File: src/rtl/alu_writeback_stage.sv
// ALU write-back stage: captures the 64-bit ALU result into the Z register
// pair and sequences it onto the shared register-file write port. Narrow ops
// need one GPR write. MUL/DIV need a LO write followed by a HI write.
// A grant timeout aborts a stalled sequence.
module alu_writeback_stage #(
  parameter int RD_W       = 4,
  parameter int WB_TIMEOUT = 16,
  parameter int TO_W       = 5
) (
  input  logic            clk,
  input  logic            rst_n,
  input  logic            in_valid,
  output logic            in_ready,
  input  logic [63:0]     alu_result,
  input  logic            alu_zero,
  input  logic [3:0]      alu_op,
  input  logic [RD_W-1:0] rd_sel,
  input  logic            wb_gnt,
  output logic            wb_req,
  output logic [31:0]     wb_data,
  output logic [RD_W-1:0] wb_rd,
  output logic            wb_gpr_en,
  output logic            wb_lo_en,
  output logic            wb_hi_en,
  output logic [31:0]     z_hi,
  output logic [31:0]     z_lo,
  output logic            zero_flag,
  output logic            done,
  output logic            err,
  output logic            busy
);

  typedef enum logic [1:0] {
    IDLE   = 2'd0,
    WB_GPR = 2'd1,
    WB_LO  = 2'd2,
    WB_HI  = 2'd3
  } state_t;

  // The counter value seen in the last allowed waiting cycle; a missing
  // grant there ends the sequence with an error.
  localparam logic [TO_W-1:0] TO_LAST = (WB_TIMEOUT > 0) ? TO_W'(WB_TIMEOUT - 1) : '0;
  localparam bit              TO_ON   = (WB_TIMEOUT > 0);

  state_t            r_state;
  logic [31:0]       r_zHi;
  logic [31:0]       r_zLo;
  logic              r_zero;
  logic [3:0]        r_op;
  logic [RD_W-1:0]   r_rd;
  logic [TO_W-1:0]   r_cnt;
  logic              r_req;
  logic [31:0]       r_data;
  logic [RD_W-1:0]   r_wbRd;
  logic              r_gprEn;
  logic              r_loEn;
  logic              r_hiEn;
  logic              r_done;
  logic              r_err;

  logic              w_timeout;
  logic              w_wideOp;

  // MUL and DIV produce a 64-bit result that needs both LO and HI writes.
  function automatic logic isWide(input logic [3:0] op);
    return (op == 4'b0101) || (op == 4'b0110);
  endfunction

  // Op codes 1101..1111 are not produced by any legal ALU operation.
  function automatic logic isIllegal(input logic [3:0] op);
    return op >= 4'b1101;
  endfunction

  assign w_timeout = TO_ON && (r_cnt == TO_LAST);
  assign w_wideOp  = isWide(r_op);

  assign in_ready  = (r_state == IDLE);
  assign busy      = (r_state != IDLE);
  assign wb_req    = r_req;
  assign wb_data   = r_data;
  assign wb_rd     = r_wbRd;
  assign wb_gpr_en = r_gprEn;
  assign wb_lo_en  = r_loEn;
  assign wb_hi_en  = r_hiEn;
  assign z_hi      = r_zHi;
  assign z_lo      = r_zLo;
  assign zero_flag = r_zero;
  assign done      = r_done;
  assign err       = r_err;

  // Single state machine: capture, request strobes, grant wait and abort, all registered.
  always_ff @(posedge clk) begin
    if (!rst_n) begin
      r_state <= IDLE;
      r_zHi   <= '0;
      r_zLo   <= '0;
      r_zero  <= 1'b0;
      r_op    <= '0;
      r_rd    <= '0;
      r_cnt   <= '0;
      r_req   <= 1'b0;
      r_data  <= '0;
      r_wbRd  <= '0;
      r_gprEn <= 1'b0;
      r_loEn  <= 1'b0;
      r_hiEn  <= 1'b0;
      r_done  <= 1'b0;
      r_err   <= 1'b0;
    end else begin
      r_done <= 1'b0;
      r_err  <= 1'b0;
      case (r_state)
        IDLE: begin
          if (in_valid) begin
            r_zHi  <= alu_result[63:32];
            r_zLo  <= alu_result[31:0];
            r_zero <= alu_zero;
            r_op   <= alu_op;
            r_rd   <= rd_sel;
            r_cnt  <= '0;
            if (isWide(alu_op)) begin
              r_state <= WB_LO;
              r_req   <= 1'b1;
              r_loEn  <= 1'b1;
              r_data  <= alu_result[31:0];
            end else if (isIllegal(alu_op)) begin
              r_done <= 1'b1;
              r_err  <= 1'b1;
            end else begin
              r_state <= WB_GPR;
              r_req   <= 1'b1;
              r_gprEn <= 1'b1;
              r_wbRd  <= rd_sel;
              r_data  <= alu_result[31:0];
            end
          end
        end

        WB_GPR, WB_HI: begin
          if (wb_gnt) begin
            r_state <= IDLE;
            r_req   <= 1'b0;
            r_gprEn <= 1'b0;
            r_loEn  <= 1'b0;
            r_hiEn  <= 1'b0;
            r_done  <= 1'b1;
          end else if (w_timeout) begin
            r_state <= IDLE;
            r_req   <= 1'b0;
            r_gprEn <= 1'b0;
            r_loEn  <= 1'b0;
            r_hiEn  <= 1'b0;
            r_done  <= 1'b1;
            r_err   <= 1'b1;
          end else begin
            r_cnt <= r_cnt + 1'b1;
          end
        end

        WB_LO: begin
          if (wb_gnt) begin
            if (w_wideOp) begin
              r_state <= WB_HI;
              r_loEn  <= 1'b0;
              r_hiEn  <= 1'b1;
              r_data  <= r_zHi;
              r_cnt   <= '0;
            end else begin
              r_state <= IDLE;
              r_req   <= 1'b0;
              r_loEn  <= 1'b0;
              r_done  <= 1'b1;
            end
          end else if (w_timeout) begin
            r_state <= IDLE;
            r_req   <= 1'b0;
            r_gprEn <= 1'b0;
            r_loEn  <= 1'b0;
            r_hiEn  <= 1'b0;
            r_done  <= 1'b1;
            r_err   <= 1'b1;
          end else begin
            r_cnt <= r_cnt + 1'b1;
          end
        end

        default: begin
          r_state <= IDLE;
          r_req   <= 1'b0;
          r_gprEn <= 1'b0;
          r_loEn  <= 1'b0;
          r_hiEn  <= 1'b0;
        end
      endcase
    end
  end

endmodule
File: config.mk
export PLATFORM = sky130hd
export DESIGN_NAME = alu_writeback_stage
export DESIGN_NICKNAME = d
export VERILOG_FILES = /design/src/rtl/alu_writeback_stage.sv
export SDC_FILE = /design/constraint.sdc
export NUM_CORES = 1
export LEC_CHECK = 0
export ABC_AREA = 1
export CORE_MARGIN = 10
export CORE_UTILIZATION = 44
export DETAILED_ROUTE_END_ITERATION = 6
export PLACE_DENSITY_LB_ADDON = 0.08
export SLEW_MARGIN = 10
export SYNTH_ARGS = -nofsm -noshare
export SYNTH_HDL_FRONTEND = slang
export SYNTH_SLANG_ARGS = --single-unit
File: constraint.sdc
create_clock -name clk -period 1.7 [get_ports clk]
set_clock_uncertainty 0.05 [all_clocks]
set_input_delay 0.34 -clock clk [delete_from_list [all_inputs] [get_ports clk]]
set_output_delay 0.34 -clock clk [all_outputs]
set_load 0.01 [all_outputs]
# After elaboration in Yosys (flattened, before gate mapping)
# Cells that the tools add are included.
op_classes:
  mux: 54
  n_reduce_logical: 17
  shift: 0
  addsub: 1
  eq_ne: 20
  magnitude_cmp: 1
  div: 0
  bitwise: 2
  multipliers: 0
ops:
  columns: ["cell", "n"]
  rows:
  - ["two-way mux 32 bit", 5]
  - ["one-hot mux 32 bit (2 select lines)", 1]
  - ["two-way mux 1 bit", 28]
  - ["two-way mux 5 bit", 5]
  - ["equality test 4 x 3 -> 1 bit, second input constant", 4]
  - ["one-hot mux 5 bit (3 select lines)", 1]
  - ["two-way mux 2 bit", 7]
  - ["inequality test 2 bit, second input constant", 7]
  - ["inequality test 3 bit, second input constant", 3]
  - ["one-hot mux 1 bit (3 select lines)", 3]
  - ["AND reduction 3 bit", 3]
  - ["AND reduction 4 bit", 2]
  - ["one-hot mux 1 bit (2 select lines)", 3]
  - ["one-hot mux 2 bit (3 select lines)", 1]
  - ["AND reduction 2 bit", 3]
  - ["nonzero test 2 bit", 3]
  - ["adder 5 x 1 -> 5 bit, second input constant", 1]
  - ["equality test 5 x 4 -> 1 bit, second input constant", 1]
  - ["AND reduction 5 bit", 1]
  - ["equality test 2 bit, second input constant", 2]
  - ["greater-or-equal comparator 4 bit, second input constant", 1]
  - ["inequality test 3 x 1 -> 1 bit, second input constant", 1]
  - ["OR reduction 3 bit", 1]
  - ["equality test 2 x 1 -> 1 bit, second input constant", 1]
  - ["other kinds (5)", 7]
totals:
  inputBits: 77
  output_inout_bits: 109
  wordCells: 109
  rom_bits: 0
  regBits: 118
  ramBits: 0
  n_memories: 0
  latch_bits: 0

# Logic depth before layout (Yosys ltp)
# Gate-level depths: netlist of the first run.
depth:
  ltp_word: 5
  depth_mapped: 9
  mapped_depth_nobuf: 9

# Worst setup path before layout of the first run
# Ideal clock, no wire load.
synth_timing:
  path_type: "reg2reg"
  startpoint: "reg r_cnt[0]"
  endpoint: "reg r_loEn, in the netlist wb_lo_en"
  arrival_time_ns: 1.245
  t_required_ns: 1.528
  slack_ns: 0.283
  setup_ns: 0.122
  n_path_buf: 0
  period_less_slack_ns: 1.417
  stages_incl_launch_ff: 7
  cell_sequence: "dfxtp_1 -> ha_1 -> nand4_1 -> nand2_1 -> inv_1 -> o21ai_0 -> a21oi_1"
synth_between:
  elab_chain_cells: 3
synth_rtl:
  columns: ["item", "line", "rtl"]
  rows:
  - ["start, declared", "51", "logic [TO_W-1:0] r_cnt;"]
  - ["start signal, assigned", "156", "r_cnt <= r_cnt + 1'b1;"]
  - ["start signal, assigned", "183", "r_cnt <= r_cnt + 1'b1;"]
  - ["equality test 5 x 4 -> 1 bit", "74", "assign w_timeout = TO_ON && (r_cnt == TO_LAST);"]
  - ["inequality test 3 x 1 -> 1 bit (no source line)", null, null]
  - ["AND reduction 3 bit (no source line)", null, null]
  - ["end signal, assigned", "105", "r_loEn <= 1'b0;"]
  - ["end signal, assigned", "124", "r_loEn <= 1'b1;"]
  - ["end signal, assigned", "144", "r_loEn <= 1'b0;"]
  - ["end, declared", "56", "logic r_loEn;"]
# No other way between the ends.
# A chain may end at the register's enable or synchronous reset.

# Worst setup path after layout of the first run
layout_timing:
  startpoint: "reg r_state[0]"
  endpoint: "out in_ready"
layout_between:
  elab_chain_cells: 1
layout_rtl:
  columns: ["item", "line", "rtl"]
  rows:
  - ["start, declared", "45", "state_t r_state;"]
  - ["start signal, assigned", "94", "r_state <= IDLE;"]
  - ["start signal, assigned", "122", "r_state <= WB_LO;"]
  - ["start signal, assigned", "130", "r_state <= WB_GPR;"]
  - ["zero test 2 bit", "77", "assign in_ready = (r_state == IDLE);"]
  - ["end, declared", "13", "output logic in_ready,"]
# No other way between the ends.

==> impl_metrics.env, run 1 <==
export IMPL_outcome="finished clean"
export IMPL_io_pins=186
export IMPL_clk_pin_slew_worst_paths_ns=0.06
export IMPL_setup_viol=0
export IMPL_slowest_stage="dfxtp_4"
export IMPL_grt_pass1_vias=5187
export IMPL_syn2layout_area_growth_pct=54.56
export IMPL_final_layout_size_suffix_gt1_frac=0.1075
export IMPL_synth_edf_count=0
export IMPL_crit_start="r_state[0]"
export IMPL_netlist_instances=678
export IMPL_yosys_cell_count_top_type="nor2_1"
export IMPL_power_leakage_nw=3.674
export IMPL_antenna_cells=0
export IMPL_critical_path_top_delay_family="flip-flops"
export IMPL_grt_start_max_net_pins=51
export IMPL_clock_fmax_ghz=0.6063
export IMPL_numCtsBuffers=17
export IMPL_vias=5240
export IMPL_start_util=0.4527
export IMPL_synth_area_um2=4928
export IMPL_finalHoldViolCount=0
export IMPL_power_mw=8.714
export IMPL_dieHeight_um=125.8
export IMPL_rows=38
export IMPL_routed_via_density=5.073
export IMPL_slew_headroom=0.7336
export IMPL_yosys_top_cells_count="141 x nor2_1, 118 x dfxtp_1, 97 x nand2_1"
export IMPL_place_ws_ns=-0.2494
export IMPL_clockRootBuffer="clkbuf_8"
export IMPL_fin_area_um2=7617
export IMPL_postRouteAntennaNets=0
export IMPL_fin_util=0.6996
export IMPL_cts_tree="yes"
export IMPL_post_route_drc_count=0
export IMPL_h_tree_depth=4
export IMPL_worstSetupPathType="reg -> out"
export IMPL_die_area_um2=15830
export IMPL_path_buf_inv=1
export IMPL_die_x_um=125.8
export IMPL_drt_initial_drc_count=347
export IMPL_grt_ovfl_total=0
export IMPL_yosysTopAreaCell="dfxtp_1"
export IMPL_cts_sinks=118
export IMPL_slowest_delay_ns=0.38
export IMPL_grt_use_total=0.2093
export IMPL_slew_viol_final=0
export IMPL_seq_area_frac_synth=0.4793
export IMPL_fin_nets=958
export IMPL_syn_area_per_cell_um2=7.269
export IMPL_worst_pin_slew_ns=0.3997
export IMPL_synth_cell_types=26
export IMPL_synth_warnings=0
export IMPL_path_cells="nor2_8, clkdlybuf4s15_2"
export IMPL_clk_latency_ns=0.52
export IMPL_syn_num_nets=756
export IMPL_crit_fanout=4
export IMPL_hold_path_class="in -> reg"
export IMPL_cp_data_required_time_ns=1.31
export IMPL_synthArstFlopShare=0
export IMPL_cts_path_max_buffers=2
export IMPL_grt_pass1_wl_um=27310
export IMPL_port_buffer_count=185
export IMPL_peakVddDrop_v=0.0007771
export IMPL_power_density_nw_per_um2=1144
export IMPL_hp_start="rst_n"
export IMPL_ys_ff_latch=118
export IMPL_crit_reg2reg_launch="r_state[0]"
export IMPL_cp_data_arrival_time_ns=1.26
export IMPL_place_area_um2=7134
export IMPL_antenna_found_initial=0
export IMPL_maxCapViolCount=0
export IMPL_wirelength_um=17140
export IMPL_routabilityCongestion=0.8578
export IMPL_synth_main_ff_cell="dfxtp_1"
export IMPL_yosysTopAreaCellShare=0.4793
export IMPL_core_area_um2=10890
export IMPL_start_kind="register"
export IMPL_layout_setup_ws_ns=0.05063
export IMPL_synth_area_leaders="dfxtp_1 48%, nor2_1 11%, o21ai_1 7.5%, nand2_1 7.4%, o21ai_0 5.3%"
export IMPL_wl_per_cell_um=16.59
export IMPL_fin_crit_sh=0.9702
export IMPL_hpwl_um=12660
export IMPL_critPathCaptureType="output pin"
export IMPL_firstDrtPassIters=4
export IMPL_finalCriticalPeriod_ns=1.649
==> power by group <==
| part | internal [mW] | switching, mW |
|---|---|---|
| sequential | 3.08 | 0.191 |
| combinational | 0.850 | 0.981 |
| clock | 2.28 | 1.34 |
| total | 6.21 | 2.51 |
==> through the flow <==
stage / TNS (ns) / hold slack, ns / instances
after floorplan: 0 / 0.4131 / 678
after global placement: -9.679 / 0.3815 / 1000
after detailed placement: -12.54 / 0.3921 / 1000
after CTS: -0.1118 / 0.1440 / 1032
after global routing: -0.0004043 / 0.1584 / 1033
final: 0 / 0.1579 / 1033
==> flip-flops by register name, indices dropped and copies added, names as in the netlist <==
name       count
zero_flag      1
wb_gpr_en      1
err            1
wb_data       32
wb_req         1
r_state        2
z_lo          32
z_hi          32
r_op           4
r_cnt          5
done           1
wb_rd          4
wb_hi_en       1
wb_lo_en       1
==> cell families after synthesis <==
group / share of synthesized area
AND/OR/NAND/NOR: 0.2628
adder cells (fa/ha/maj): 0.002538
XOR/XNOR: 0.001777
flip-flops: 0.4793
buffers and inverters: 0.08784
AO/OA/AOI/OAI: 0.1658
==> worst paths after layout <==
path / endpoint / slack, ns / cells after the start
setup / recovery: in_ready / 0.05 / 2
hold / removal: r_cnt[1] / 0.16 / 3
setup reg to reg: wb_data[23] / 0.09 / 10
hold reg to reg: wb_rd[2] / 0.39 / 2
==> placed cells by master, fill, tap and decap left out, drive strengths merged <==
master / count
nand2: 101
dlygate4sd2: 107
dfxtp: 118
bufinv: 3
a31oi: 1
nand4: 7
o21bai: 1
xor2: 1
clkbuf: 19
inv: 53
buf: 42
o21ai: 126
nor3: 32
clkdlybuf4s50: 75
nor2: 145
clkdlybuf4s15: 1
clkinvlp: 6
a21oi: 33
ha: 1
nand3: 16
clkinv: 3
nand3b: 1
o211ai: 1
==> per-layer routing <==
layer  up-vias  global-route usage  part of all wire
met5         -                   0                 0
met4         0             0.05961            0.0096
met3        15             0.07592             0.083
met2       189              0.3656              0.51
met1      2423              0.2343              0.40
li1       2613                   -                 -
==> repair_timing <==
action / CTS / global route
gates resized for setup: 114 / 3
endpoints found under the setup margin: 109 / 2
pin swaps: 0 / 1
hold buffers: 0 / 0
buffers inserted: 0 / 1
==> final cells by class <==
class	count	area, um2
inverter	51	191.4
tap	140	175.2
clock buffer	18	427.9
sequential	118	2367
fill	953	3271
multi-input combinational	466	2138
timing repair buffer	226	2142
clock inverter	14	175.2
==> worst min-delay path, cell delays in order <==
cell and delay (ns):
buf_2 0.20, nand2_1 0.10, nor2_1 0.04
No activity file was read; power rests on OpenSTA's default activity.
==> run 2: changes to the inputs <==
--- a/config.mk
+++ b/config.mk
@@ -14,3 +14,4 @@
 export SYNTH_ARGS = -nofsm -noshare
 export SYNTH_HDL_FRONTEND = slang
 export SYNTH_SLANG_ARGS = --single-unit
+export TNS_END_PERCENT = 30
==> results of run 2 <==
Final layout, timing and power as in run 1 (identical DEF).
==> run 3: changes to the inputs <==
==> constraint.sdc (replaced) <==
create_clock -name clk -period 1.7 [get_ports clk]
set_clock_uncertainty 0.05 [all_clocks]
set_input_delay 0.17 -clock clk [delete_from_list [all_inputs] [get_ports clk]]
set_output_delay 0.17 -clock clk [all_outputs]
set_load 0.01 [all_outputs]
==> run 3 against run 2 <==
Effect of this change:
- maximum frequency fell by 0.61%
- critical endpoint is now wb_data[15]
- combinational power increased by 8%
- setup slack lost 0.010 ns
- critical path type unchanged
- non-clock buffer count decreased by 5
==> impl_metrics.env, run 3 (synthesis results as in run 1) <==
export IMPL_start_kind="register"
export IMPL_vias=5169
export IMPL_rows=38
export IMPL_outcome="finished clean"
export IMPL_peakVddDrop_v=0.0006385
export IMPL_grt_use_total=0.2045
export IMPL_cts_sinks=118
export IMPL_h_tree_depth=4
export IMPL_fin_crit_sh=0.9761
export IMPL_maxCapViolCount=0
export IMPL_post_route_drc_count=0
export IMPL_hold_path_class="in -> reg"
export IMPL_worst_pin_slew_ns=0.3584
export IMPL_start_util=0.4527
export IMPL_critical_path_top_delay_family="buffers and inverters"
export IMPL_setup_viol=0
export IMPL_antenna_found_initial=1
export IMPL_slew_viol_final=0
export IMPL_syn2layout_area_growth_pct=55.50
export IMPL_use_met2=0.3410
export IMPL_fin_nets=953
export IMPL_power_mw=8.272
export IMPL_firstDrtPassIters=4
export IMPL_cp_data_required_time_ns=1.48
export IMPL_hp_start="rst_n"
export IMPL_antenna_cells=0
export IMPL_whs_endpoint="r_state[0]"
export IMPL_clockRootBuffer="clkbuf_8"
export IMPL_r2r_end="wb_data[30]"
export IMPL_clock_fmax_ghz=0.6026
export IMPL_place_inst=994
export IMPL_fin_cells=1024
export IMPL_gr_usage_met3=0.07844
export IMPL_dieHeight_um=125.8
export IMPL_cts_path_max_buffers=2
export IMPL_grt_start_max_net_pins=65
export IMPL_setup_tns_ns=0
export IMPL_r2r_slack_ns=0.11
export IMPL_reg2reg_depth=9
export IMPL_io_pins=186
export IMPL_clk_pin_slew_worst_paths_ns=0.05
export IMPL_path_cells="clkdlybuf4s50_1"
export IMPL_path_buf_inv=1
export IMPL_finalHoldViolCount=0
export IMPL_crit_fanout=2
export IMPL_critPathCaptureType="output pin"
export IMPL_cts_tree="yes"
export IMPL_worstSetupPathType="reg -> out"
export IMPL_busiest_layer="met2"
export IMPL_port_buffer_count=185
export IMPL_core_area_um2=10890
export IMPL_min_path_cells=3
export IMPL_die_area_um2=15830
export IMPL_numCtsBuffers=17
export IMPL_cp_data_arrival_time_ns=1.44
export IMPL_slowest_stage="clkdlybuf4s50_1"
export IMPL_drt_initial_drc_count=321
export IMPL_grt_pass1_vias=5111
export IMPL_final_layout_size_suffix_gt1_frac=0.1007
export IMPL_clk_latency_ns=0.52
export IMPL_most_common_layout_cells="154 x clkdlybuf4s50_1, 141 x nor2_1, 116 x dfxtp_1, 96 x nand2_1, 75 x o21ai_1"
export IMPL_grt_ovfl_total=0
export IMPL_routed_via_density=5.048
export IMPL_crit_reg2reg_launch="r_state[0]"
export IMPL_power_leakage_nw=3.609
export IMPL_wl_per_cell_um=16.27
export IMPL_slew_headroom=0.7604
export IMPL_hpwl_um=12360
export IMPL_finalCriticalPeriod_ns=1.659
export IMPL_postRouteAntennaNets=0
export IMPL_grt_pass1_wl_um=26620
export IMPL_routabilityCongestion=0.8394
export IMPL_wirelength_um=16660
export IMPL_place_area_um2=7052
export IMPL_fin_area_um2=7664
export IMPL_power_density_nw_per_um2=1079
export IMPL_use_met1=0.2311
export IMPL_rsz0062_at_grt="yes"
export IMPL_final_common_cell="clkdlybuf4s50_1"
export IMPL_die_x_um=125.8
export IMPL_slowest_delay_ns=0.56
run 3: changes by cell type in the layout (fill, tap and decap cells not counted), moves of 4 or more:
cell             previous run  this run
dlygate4sd2_1             107         4
nor3_2                      1         6
buf_6                       0         4
nor3_1                     31        26
buf_4                      31        25
dlymetal6s2s_1              0        24
clkdlybuf4s50_1            75       154
clkinvlp_4                  6         1
run 3: routing by layer:
metal | wire (um) | vias up
met3 | 1285 | 26
met4 | 325 | 2
li1 | - | 2593
met5 | 13 | -
met1 | 7016 | 2370
met2 | 8019 | 178
run 3: power by group:
| group | switching [mW] | leakage, nW | internal, mW | total (mW) |
|---|---|---|---|---|
| clock | 1.16 | 0.245 | 1.86 | 3.02 |
| combinational | 0.979 | 2.39 | 1.00 | 1.98 |
| sequential | 0.191 | 0.979 | 3.08 | 3.27 |
run 3: timing repair:
item | in CTS | in global routing
setup buffers | 2 | 0
hold buffers | 0 | 0
pin swaps | 1 | 1
gates resized for setup | 8 | 41
cloned | 0 | 0
setup endpoints to repair | 7 | 52
endpoints found under the hold margin | 0 | 0
run 3: area by class of cell:
cell class                 instances  area (um2)
clock buffer                      23       466.7
fill                             916        3224
inverter                          51       193.9
clock inverter                     5       27.53
multi-input combinational        466        2166
timing repair buffer             221        2270
sequential                       118        2365
tap                              140       175.2
run 3: worst max path at each step:
stage | from | end | slack [ns] | depth (start not counted)
global placement | in_valid | z_hi[2] | -0.05 | 7
floorplan | r_cnt[0] | wb_lo_en | 0.28 | 6
finish | wb_data[15] | wb_data[15] | 0.04 | 1
detailed placement | wb_gnt | wb_data[30] | -0.07 | 10
global route | r_cnt[0] | wb_gpr_en | -0.001 | 7
CTS | z_hi[16] | z_hi[16] | 0.001 | 1
run 3: stage by stage:
step	setup slack [ns]	hold slack, ns	utilization
after global routing	-0.001487	0.07085	0.7039
after floorplan	0.2831	0.2549	-
after CTS	0.001380	0.02744	0.6940
after global placement	-0.04787	0.3816	0.6477
after detailed placement	-0.07082	0.3980	0.6477
final	0.04055	0.06175	0.7039
